File: src/rtl/pc_run_ctrl_if.sv
// Control bundle between the pipeline/board logic and the PC run/halt controller.
// Latency: none (wires only).
// Backpressure: none; the slave answers with a combinational PC write enable.
interface pc_run_ctrl_if #(
    parameter int NUM_SRC = 4,
    parameter int CNT_W   = 32,
    parameter int STEP_W  = 8
);
    logic [NUM_SRC-1:0] halt_req;
    logic [NUM_SRC-1:0] halt_mask;
    logic               go;
    logic               step_mode;
    logic [STEP_W-1:0]  step_len;
    logic               cnt_clr;
    logic               pc_enable;
    logic               halted;
    logic [NUM_SRC-1:0] halt_cause;
    logic               step_done;
    logic [CNT_W-1:0]   halt_count;
    logic [CNT_W-1:0]   run_cycles;

    // Requester side: pipeline, exception logic and board controls.
    modport master (
        output halt_req, halt_mask, go, step_mode, step_len, cnt_clr,
        input  pc_enable, halted, halt_cause, step_done, halt_count, run_cycles
    );

    // Controller side.
    modport slave (
        input  halt_req, halt_mask, go, step_mode, step_len, cnt_clr,
        output pc_enable, halted, halt_cause, step_done, halt_count, run_cycles
    );
endinterface

File: src/rtl/pc_run_ctrl.sv
// PC run/halt controller: maskable halt sources, go-resume with grace cycle, bounded single-step, statistics.
// Latency: pc_enable drops in the same cycle a request is seen; halted/step_done/halt_cause update one edge later.
// Backpressure: the PC is frozen by pc_enable=0; go is only consumed while halted, so a held go acts as one pulse.
module pc_run_ctrl #(
    parameter int NUM_SRC = 4,
    parameter int CNT_W   = 32,
    parameter int STEP_W  = 8
) (
    input  logic         clk,
    input  logic         rst_n,
    pc_run_ctrl_if.slave ctl
);
    typedef enum logic [1:0] {
        RUN  = 2'd0,
        STEP = 2'd1,
        HALT = 2'd2
    } state_t;

    state_t             state_q, state_d;
    logic               grace_q, grace_d;
    logic [STEP_W-1:0]  step_cnt_q, step_cnt_d;
    logic [NUM_SRC-1:0] cause_q, cause_d;
    logic               step_done_q, step_done_d;
    logic [CNT_W-1:0]   halt_count_q;
    logic [CNT_W-1:0]   run_cycles_q;

    logic [NUM_SRC-1:0] eff_req;
    logic               hit;
    logic               pc_en;
    logic               halt_evt;

    // Effective requests and the zero-latency freeze; the grace cycle lets the frozen instruction advance.
    always_comb begin
        eff_req = ctl.halt_req & ~ctl.halt_mask;
        hit     = (state_q != HALT) && (|eff_req) && !grace_q;
        pc_en   = (state_q != HALT) && !hit;
    end

    // Next-state logic: request halts, step expiry and go-resume.
    always_comb begin
        state_d     = state_q;
        grace_d     = 1'b0;
        step_cnt_d  = step_cnt_q;
        cause_d     = cause_q;
        step_done_d = 1'b0;
        halt_evt    = 1'b0;
        case (state_q)
            RUN: begin
                if (hit) begin
                    state_d  = HALT;
                    cause_d  = eff_req;
                    halt_evt = 1'b1;
                end
            end
            STEP: begin
                if (hit) begin
                    // A real request wins over burst expiry.
                    state_d  = HALT;
                    cause_d  = eff_req;
                    halt_evt = 1'b1;
                end else begin
                    step_cnt_d = step_cnt_q - STEP_W'(1);
                    if (step_cnt_q <= STEP_W'(1)) begin
                        state_d     = HALT;
                        step_done_d = 1'b1;
                    end
                end
            end
            HALT: begin
                if (ctl.go) begin
                    grace_d = 1'b1;
                    if (ctl.step_mode) begin
                        state_d    = STEP;
                        step_cnt_d = (ctl.step_len == '0) ? STEP_W'(1) : ctl.step_len;
                    end else begin
                        state_d = RUN;
                    end
                end
            end
            default: state_d = RUN;
        endcase
    end

    // Control state register.
    always_ff @(posedge clk or negedge rst_n) begin
        if (!rst_n) begin
            state_q     <= RUN;
            grace_q     <= 1'b0;
            step_cnt_q  <= '0;
            cause_q     <= '0;
            step_done_q <= 1'b0;
        end else begin
            state_q     <= state_d;
            grace_q     <= grace_d;
            step_cnt_q  <= step_cnt_d;
            cause_q     <= cause_d;
            step_done_q <= step_done_d;
        end
    end

    // Statistics: halt count saturates, run cycles wrap, clear beats increment.
    always_ff @(posedge clk or negedge rst_n) begin
        if (!rst_n) begin
            halt_count_q <= '0;
            run_cycles_q <= '0;
        end else if (ctl.cnt_clr) begin
            halt_count_q <= '0;
            run_cycles_q <= '0;
        end else begin
            if (halt_evt && (halt_count_q != '1)) begin
                halt_count_q <= halt_count_q + CNT_W'(1);
            end
            if (pc_en) begin
                run_cycles_q <= run_cycles_q + CNT_W'(1);
            end
        end
    end

    assign ctl.pc_enable  = pc_en;
    assign ctl.halted     = (state_q == HALT);
    assign ctl.halt_cause = cause_q;
    assign ctl.step_done  = step_done_q;
    assign ctl.halt_count = halt_count_q;
    assign ctl.run_cycles = run_cycles_q;
endmodule

File: src/flat_wrapper.sv
// flat-port wrapper written by rule: the top's interface ports become plain ports
module pc_run_ctrl_flat 
#(
    parameter int NUM_SRC = 4,
    parameter int CNT_W   = 32,
    parameter int STEP_W  = 8
)
  (clk, rst_n, ctl_halt_req, ctl_halt_mask, ctl_go, ctl_step_mode, ctl_step_len, ctl_cnt_clr, ctl_pc_enable, ctl_halted, ctl_halt_cause, ctl_step_done, ctl_halt_count, ctl_run_cycles);
  pc_run_ctrl_if #(.NUM_SRC(NUM_SRC), .CNT_W(CNT_W), .STEP_W(STEP_W)) ctl_i ();
  input  logic clk;
  input  logic rst_n;
  input wire logic [$bits(ctl_i.halt_req)-1:0] ctl_halt_req;
  input wire logic [$bits(ctl_i.halt_mask)-1:0] ctl_halt_mask;
  input wire logic [$bits(ctl_i.go)-1:0] ctl_go;
  input wire logic [$bits(ctl_i.step_mode)-1:0] ctl_step_mode;
  input wire logic [$bits(ctl_i.step_len)-1:0] ctl_step_len;
  input wire logic [$bits(ctl_i.cnt_clr)-1:0] ctl_cnt_clr;
  output wire logic [$bits(ctl_i.pc_enable)-1:0] ctl_pc_enable;
  output wire logic [$bits(ctl_i.halted)-1:0] ctl_halted;
  output wire logic [$bits(ctl_i.halt_cause)-1:0] ctl_halt_cause;
  output wire logic [$bits(ctl_i.step_done)-1:0] ctl_step_done;
  output wire logic [$bits(ctl_i.halt_count)-1:0] ctl_halt_count;
  output wire logic [$bits(ctl_i.run_cycles)-1:0] ctl_run_cycles;
  assign ctl_i.halt_req = ctl_halt_req;
  assign ctl_i.halt_mask = ctl_halt_mask;
  assign ctl_i.go = ctl_go;
  assign ctl_i.step_mode = ctl_step_mode;
  assign ctl_i.step_len = ctl_step_len;
  assign ctl_i.cnt_clr = ctl_cnt_clr;
  assign ctl_pc_enable = ctl_i.pc_enable;
  assign ctl_halted = ctl_i.halted;
  assign ctl_halt_cause = ctl_i.halt_cause;
  assign ctl_step_done = ctl_i.step_done;
  assign ctl_halt_count = ctl_i.halt_count;
  assign ctl_run_cycles = ctl_i.run_cycles;
  pc_run_ctrl #(.NUM_SRC(NUM_SRC), .CNT_W(CNT_W), .STEP_W(STEP_W)) u_core (.clk(clk), .rst_n(rst_n), .ctl(ctl_i));
endmodule
File: config.mk
export PLATFORM = sky130hd
export DESIGN_NAME = pc_run_ctrl_flat
export DESIGN_NICKNAME = d
export VERILOG_FILES = /design/src/rtl/pc_run_ctrl_if.sv /design/src/rtl/pc_run_ctrl.sv /design/src/flat_wrapper.sv
export SDC_FILE = /design/constraint.sdc
export NUM_CORES = 1
export LEC_CHECK = 0
export CAP_MARGIN = 20
export CORE_MARGIN = 3
export CORE_UTILIZATION = 45
export DETAILED_ROUTE_END_ITERATION = 6
export PLACE_DENSITY = 0.72
export SETUP_SLACK_MARGIN = 0.4
export SLEW_MARGIN = 0
export SYNTH_ARGS = -nofsm -noshare
export SYNTH_HDL_FRONTEND = slang
export SYNTH_SLANG_ARGS = --single-unit
File: constraint.sdc
create_clock -name clk -period 3.1 [get_ports clk]
set_clock_uncertainty 0.2 [all_clocks]
set_input_delay 0.62 -clock clk [delete_from_list [all_inputs] [get_ports clk]]
set_output_delay 0.62 -clock clk [all_outputs]
set_load 0.03 [all_outputs]
# Word-level counts from Yosys, hierarchy flattened
# Index checks and enable logic that the tools add are counted.
word_totals:
  register_bits: 80
  latch_bits: 0
  ramBits: 0
  mem_bits_ro: 0
  inputBits: 21
  output_inout_bits: 71
  word_cells: 60
  n_memories: 0
op_classes:
  addsub: 3
  n_mul: 0
  div: 0
  magnitude_cmp: 1
  eq_ne: 9
  n_shift: 0
  muxes: 22
  bitwise: 2
  n_reduce_logical: 16
op_table:
  columns: ["cell", "n"]
  rows:
  - ["32-bit 2-to-1 mux", 4]
  - ["32-bit by 1-bit adder with 32-bit output (second input constant)", 2]
  - ["8-bit 2-to-1 mux", 4]
  - ["32-bit != test (second input constant)", 1]
  - ["8-bit one-hot mux with 2 select lines", 1]
  - ["8-bit by 1-bit less-or-equal comparator with 1-bit output (second input constant)", 1]
  - ["8-bit logical NOT", 1]
  - ["1-bit 2-to-1 mux", 8]
  - ["2-bit 2-to-1 mux", 4]
  - ["2-bit != test (second input constant)", 4]
  - ["8-bit by 1-bit subtractor with 8-bit output (second input constant)", 1]
  - ["2-bit one-hot mux with 3 select lines", 1]
  - ["2-bit nonzero test", 3]
  - ["4-bit bitwise AND", 1]
  - ["1-bit logical AND", 4]
  - ["4-bit inverter", 1]
  - ["4-bit AND reduction", 1]
  - ["4-bit OR reduction", 1]
  - ["3-bit by 1-bit != test with 1-bit output (second input constant)", 1]
  - ["3-bit AND reduction", 1]
  - ["2-bit by 1-bit == test with 1-bit output (second input constant)", 1]
  - ["2-bit == test (second input constant)", 1]
  - ["1-bit logical NOT", 2]
  - ["2-bit logical NOT", 1]
  - ["3 further kinds", 3]

# Logic depth before layout (Yosys ltp)
depth:
  ltp_word: 10
  depth_mapped: 9
  ltp_nobuf: 6

# Worst setup path after synthesis
# No wires, ideal clock.
synth_path:
  path_type: "input -> output"
  start: "input ctl_halt_mask[2]"
  end: "output ctl_pc_enable"
  arrival_ns: 1.963
  t_required_ns: 2.280
  path_slack_ns: 0.317
  cell_stages: 5
  n_path_buf: 2
  cell_sequence: "nand2b_1 -> a41oi_1 -> clkbuf_1 -> clkbuf_1 -> nor2_1"
synth_via:
  elab_chain_len: 7
synth_lines:
  columns: ["element", "line_no", "rtl"]
  rows:
  - ["start, declared", "flat_wrapper.sv:13", "input wire logic [$bits(ctl_i.halt_mask)-1:0] ctl_halt_mask;"]
  - ["4-bit inverter", "pc_run_ctrl.sv:34", "eff_req = ctl.halt_req & ~ctl.halt_mask;"]
  - ["4-bit bitwise AND", "pc_run_ctrl.sv:34", null]
  - ["4-bit OR reduction", "pc_run_ctrl.sv:35", "hit = (state_q != HALT) && (|eff_req) && !grace_q;"]
  - ["1-bit logical AND (2 in a row)", "pc_run_ctrl.sv:35", null]
  - ["1-bit logical NOT", "pc_run_ctrl.sv:36", "pc_en = (state_q != HALT) && !hit;"]
  - ["1-bit logical AND", "pc_run_ctrl.sv:36", null]
  - ["end, declared", "flat_wrapper.sv:18", "output wire logic [$bits(ctl_i.pc_enable)-1:0] ctl_pc_enable;"]
# No other way between the ends.

# Final worst setup path
layout_path:
  start: "input ctl_halt_mask[1]"
  end: "output ctl_pc_enable"
# The elaborated chain is that of the path after synthesis.

==> flow_summary.ini <==
[run_status]
status = finished, final reports clean

[routing]
drtAntennaViolNets = 0
first_pass_iters = 4
viasPerCell = 5.96
drc = 0
wl_per_cell_um = 16.4
wirelength_mm = 11.7
drtIter0Drc = 216
num_vias = 4235

[floorplan]
num_rows = 35
die_area_mm2 = 0.0109
start_util = 0.469
core-area_mm2 = 0.00933
ios = 92
dieHeight_um = 105
die_x_um = 105

[finish]
final_common_cell = clkdlybuf4s50_1
antennaDiodeCount = 0
design_area_mm2 = 0.00574
stdcell_count = 710
drive_above_1_share = 0.0826
fillers = 797
nets = 603
most-common-layout-cells = clkdlybuf4s50_1, dfrtp_1, a21oi_1
syn_to_final_growth_pct = 31.3

[setup_path]
path_class = in2out
cp_top_family = buffers and inverters
cpMaxStageDelayCell = clkdlybuf4s50_1
cp.required_ns = 2.28
slowest_delay_ns = 0.39
crit_path_end_kind = output pin
worstPathMaxFanout = 7
critPathBufInv = 2
crit_chain = clkdlybuf4s50_1 -> nand2b_2 -> a41oi_4 -> nor2_4 -> buf_4
critPathLaunchType = input port
crit_arrival_ns = 1.86

[clocking]
cts_buffers = 9
cts_tree = yes
holdBufCountCts = 0
clk_path_buf_depth = 2
clk_latency_ns = 0.35
cts_max_level = 3
clock-sinks = 80
clk_pin_slew_ns = 0.08
root_buffer = clkbuf_8

[grt]
grt_pass1_vias = 3983
grt_overflow = 0
grt_max_degree = 81
antenna_found_initial = 0
track_usage = 0.214
grt_first_pass_wirelength_mm = 19.6

[yosys]
syn-num-nets = 510
netlist_instances = 485
synth-main-ff-cell = dfrtp_1
async_flop_share = 1.00
syn_area_per_cell_um2 = 9.01
netlist_area_mm2 = 0.00437
ys_seq_area_frac = 0.458
yosys_warnings = 0
synth.distinct_cells = 47
synth-edff-count = 0
ys_seq_elements = 80

[place]
post-place-ws_ns = 0.0436
place_inst = 694
dpl.hpwl_mm = 7.97
placed_cell_area_mm2 = 0.00547
port_buffers = 91
place.gp.congestion = 0.886

[sta]
rsz0062_at_grt = yes
whs_ns = 0.0923
maxSlewHeadroom = 0.335
tns_ns = 0
fmax_mhz = 373
setup_ws_ns = 0.420
worstMarginPinSlew_ns = 0.997
drv_slew = 0
post-route-period-util = 0.865
finalSetupViolCount = 0
final.min_clock_period_ns = 2.68
hold_viol = 0

[power_and_ir_drop]
p_leak_nw = 2.13
p_seq_frac = 0.425
swShare = 0.332
ir_worst_vdd_mv = 0.427
p_int_w = 0.00195
clock_power_share = 0.309
power.density_mw_per_mm2 = 509
p_sw_w = 0.000970
power_frac_comb = 0.266

[flow_run]
max-cap-violations = 0

[worst_hold_path]
worstHoldPathType = in2async
## layout make-up
type                            instances  area [µm²]  area share
Clock buffer                           10         128      0.0222
Tap cell                              129         161      0.0281
Multi-Input combinational cell        369        2280       0.397
Inverter                               13        48.8     0.00850
Clock inverter                          4        95.1      0.0166
Sequential cell                        80        2000       0.349
Timing Repair Buffer                  105        1030       0.179
## stage by stage
stage,util,power (W)
2_1_floorplan,-,0.00170
3_3_place_gp,0.586,0.00199
3_5_place_dp,0.586,0.00201
4_1_cts,0.612,0.00292
5_1_grt,0.616,0.00308
6_report,0.616,0.00292
## final timing paths
path                                                       startpoint                                     to  slack [ns]  depth (start not counted)
worst max-delay path                                 ctl_halt_mask[1]                          ctl_pc_enable        0.42                          5
worst min-delay path                                            rst_n  u_core.ctl.halt_count[11]$_DFFE_PN0P_        0.09                          2
worst max register to register  u_core.ctl.halt_count[16]$_DFFE_PN0P_  u_core.ctl.halt_count[25]$_DFFE_PN0P_        0.59                          5
worst min register to register   u_core.ctl.halt_cause[1]$_DFFE_PN0P_   u_core.ctl.halt_cause[1]$_DFFE_PN0P_        0.30                          2
max in group asynchronous                                       rst_n   u_core.ctl.run_cycles[4]$_DFFE_PN0P_        2.28                          2
min in group clk                 u_core.ctl.halt_cause[1]$_DFFE_PN0P_   u_core.ctl.halt_cause[1]$_DFFE_PN0P_        0.30                          2
## worst reg2reg max path: stages, from the launching register on
cell and delay [ns]:
dfrtp_1 0.49, nand4_1 0.28, or4_1 0.58, a211o_1 0.31
or4_1 0.43, a21oi_1 0.15
## logic make-up after synthesis
| group | synth area share |
|---|---|
| AND/OR/NAND/NOR | 0.299 |
| XOR/XNOR | 0.0401 |
| multiplexers | 0.0103 |
| AO/OA/AOI/OAI | 0.150 |
| flip-flops | 0.458 |
| buffers and inverters | 0.0318 |
| adder cells (fa/ha/maj) | 0.0114 |
## cells in the mapped netlist, drive strengths merged, types with 2 or more instances
cell | instances | share of area
dfrtp | 80 | 0.46
a21oi | 43 | 0.049
nand2 | 38 | 0.033
nor2 | 37 | 0.032
o21ai | 31 | 0.035
nand4 | 29 | 0.045
nand3 | 24 | 0.027
or4 | 22 | 0.038
o31ai | 21 | 0.036
clkbuf | 19 | 0.016
or3 | 17 | 0.025
nor3 | 14 | 0.016
inv | 12 | 0.010
nor4 | 11 | 0.019
xnor2 | 11 | 0.022
xor2 | 9 | 0.018
and3 | 6 | 0.0086
and4 | 6 | 0.012
nor2b | 6 | 0.0086
nand2b | 5 | 0.0072
and2 | 4 | 0.0057
buf | 4 | 0.0043
ha | 4 | 0.011
mux2 | 4 | 0.010
nor4b | 4 | 0.0080
a211oi | 3 | 0.0052
nand4b | 2 | 0.0040
nor3b | 2 | 0.0034
o21ba | 2 | 0.0046
or2 | 2 | 0.0029
or4b | 2 | 0.0046
## state kept, by name (all words and copies together) (netlist names)
name	cells
u_core.ctl.halt_cause	4
u_core.grace_q	1
u_core.ctl.step_done	1
u_core.state_q	2
u_core.step_cnt_q	8
u_core.ctl.halt_count	32
u_core.ctl.run_cycles	32
## power groups by stage
| stage | logic [W] | clock network, W | registers (W) |
|---|---|---|---|
| floorplan | 0.000373 | 0 | 0.00132 |
| global placement | 0.000736 | 0 | 0.00126 |
| detailed placement | 0.000748 | 0 | 0.00126 |
| CTS | 0.000762 | 0.000913 | 0.00124 |
| global route | 0.000848 | 0.000967 | 0.00126 |
| finish | 0.000777 | 0.000902 | 0.00124 |
## repair_timing
item,4_1_cts,5_1_grt
buffers inserted,1,1
gates cloned,0,0
gates resized for setup,3,5
endpoints found under the setup margin,2,9
pin swaps,1,1
## layer usage
metal  wire length (µm)  vias up  GRT usage  part of all wire
met5                  0        -          0                 0
met4                212        0     0.0722             0.018
met3                667       17     0.0340             0.057
met2               5520      160      0.340              0.47
met1               5260     2057      0.300              0.45
li1                   -     2001          -                 -
Power figures use the tool's default switching activity.
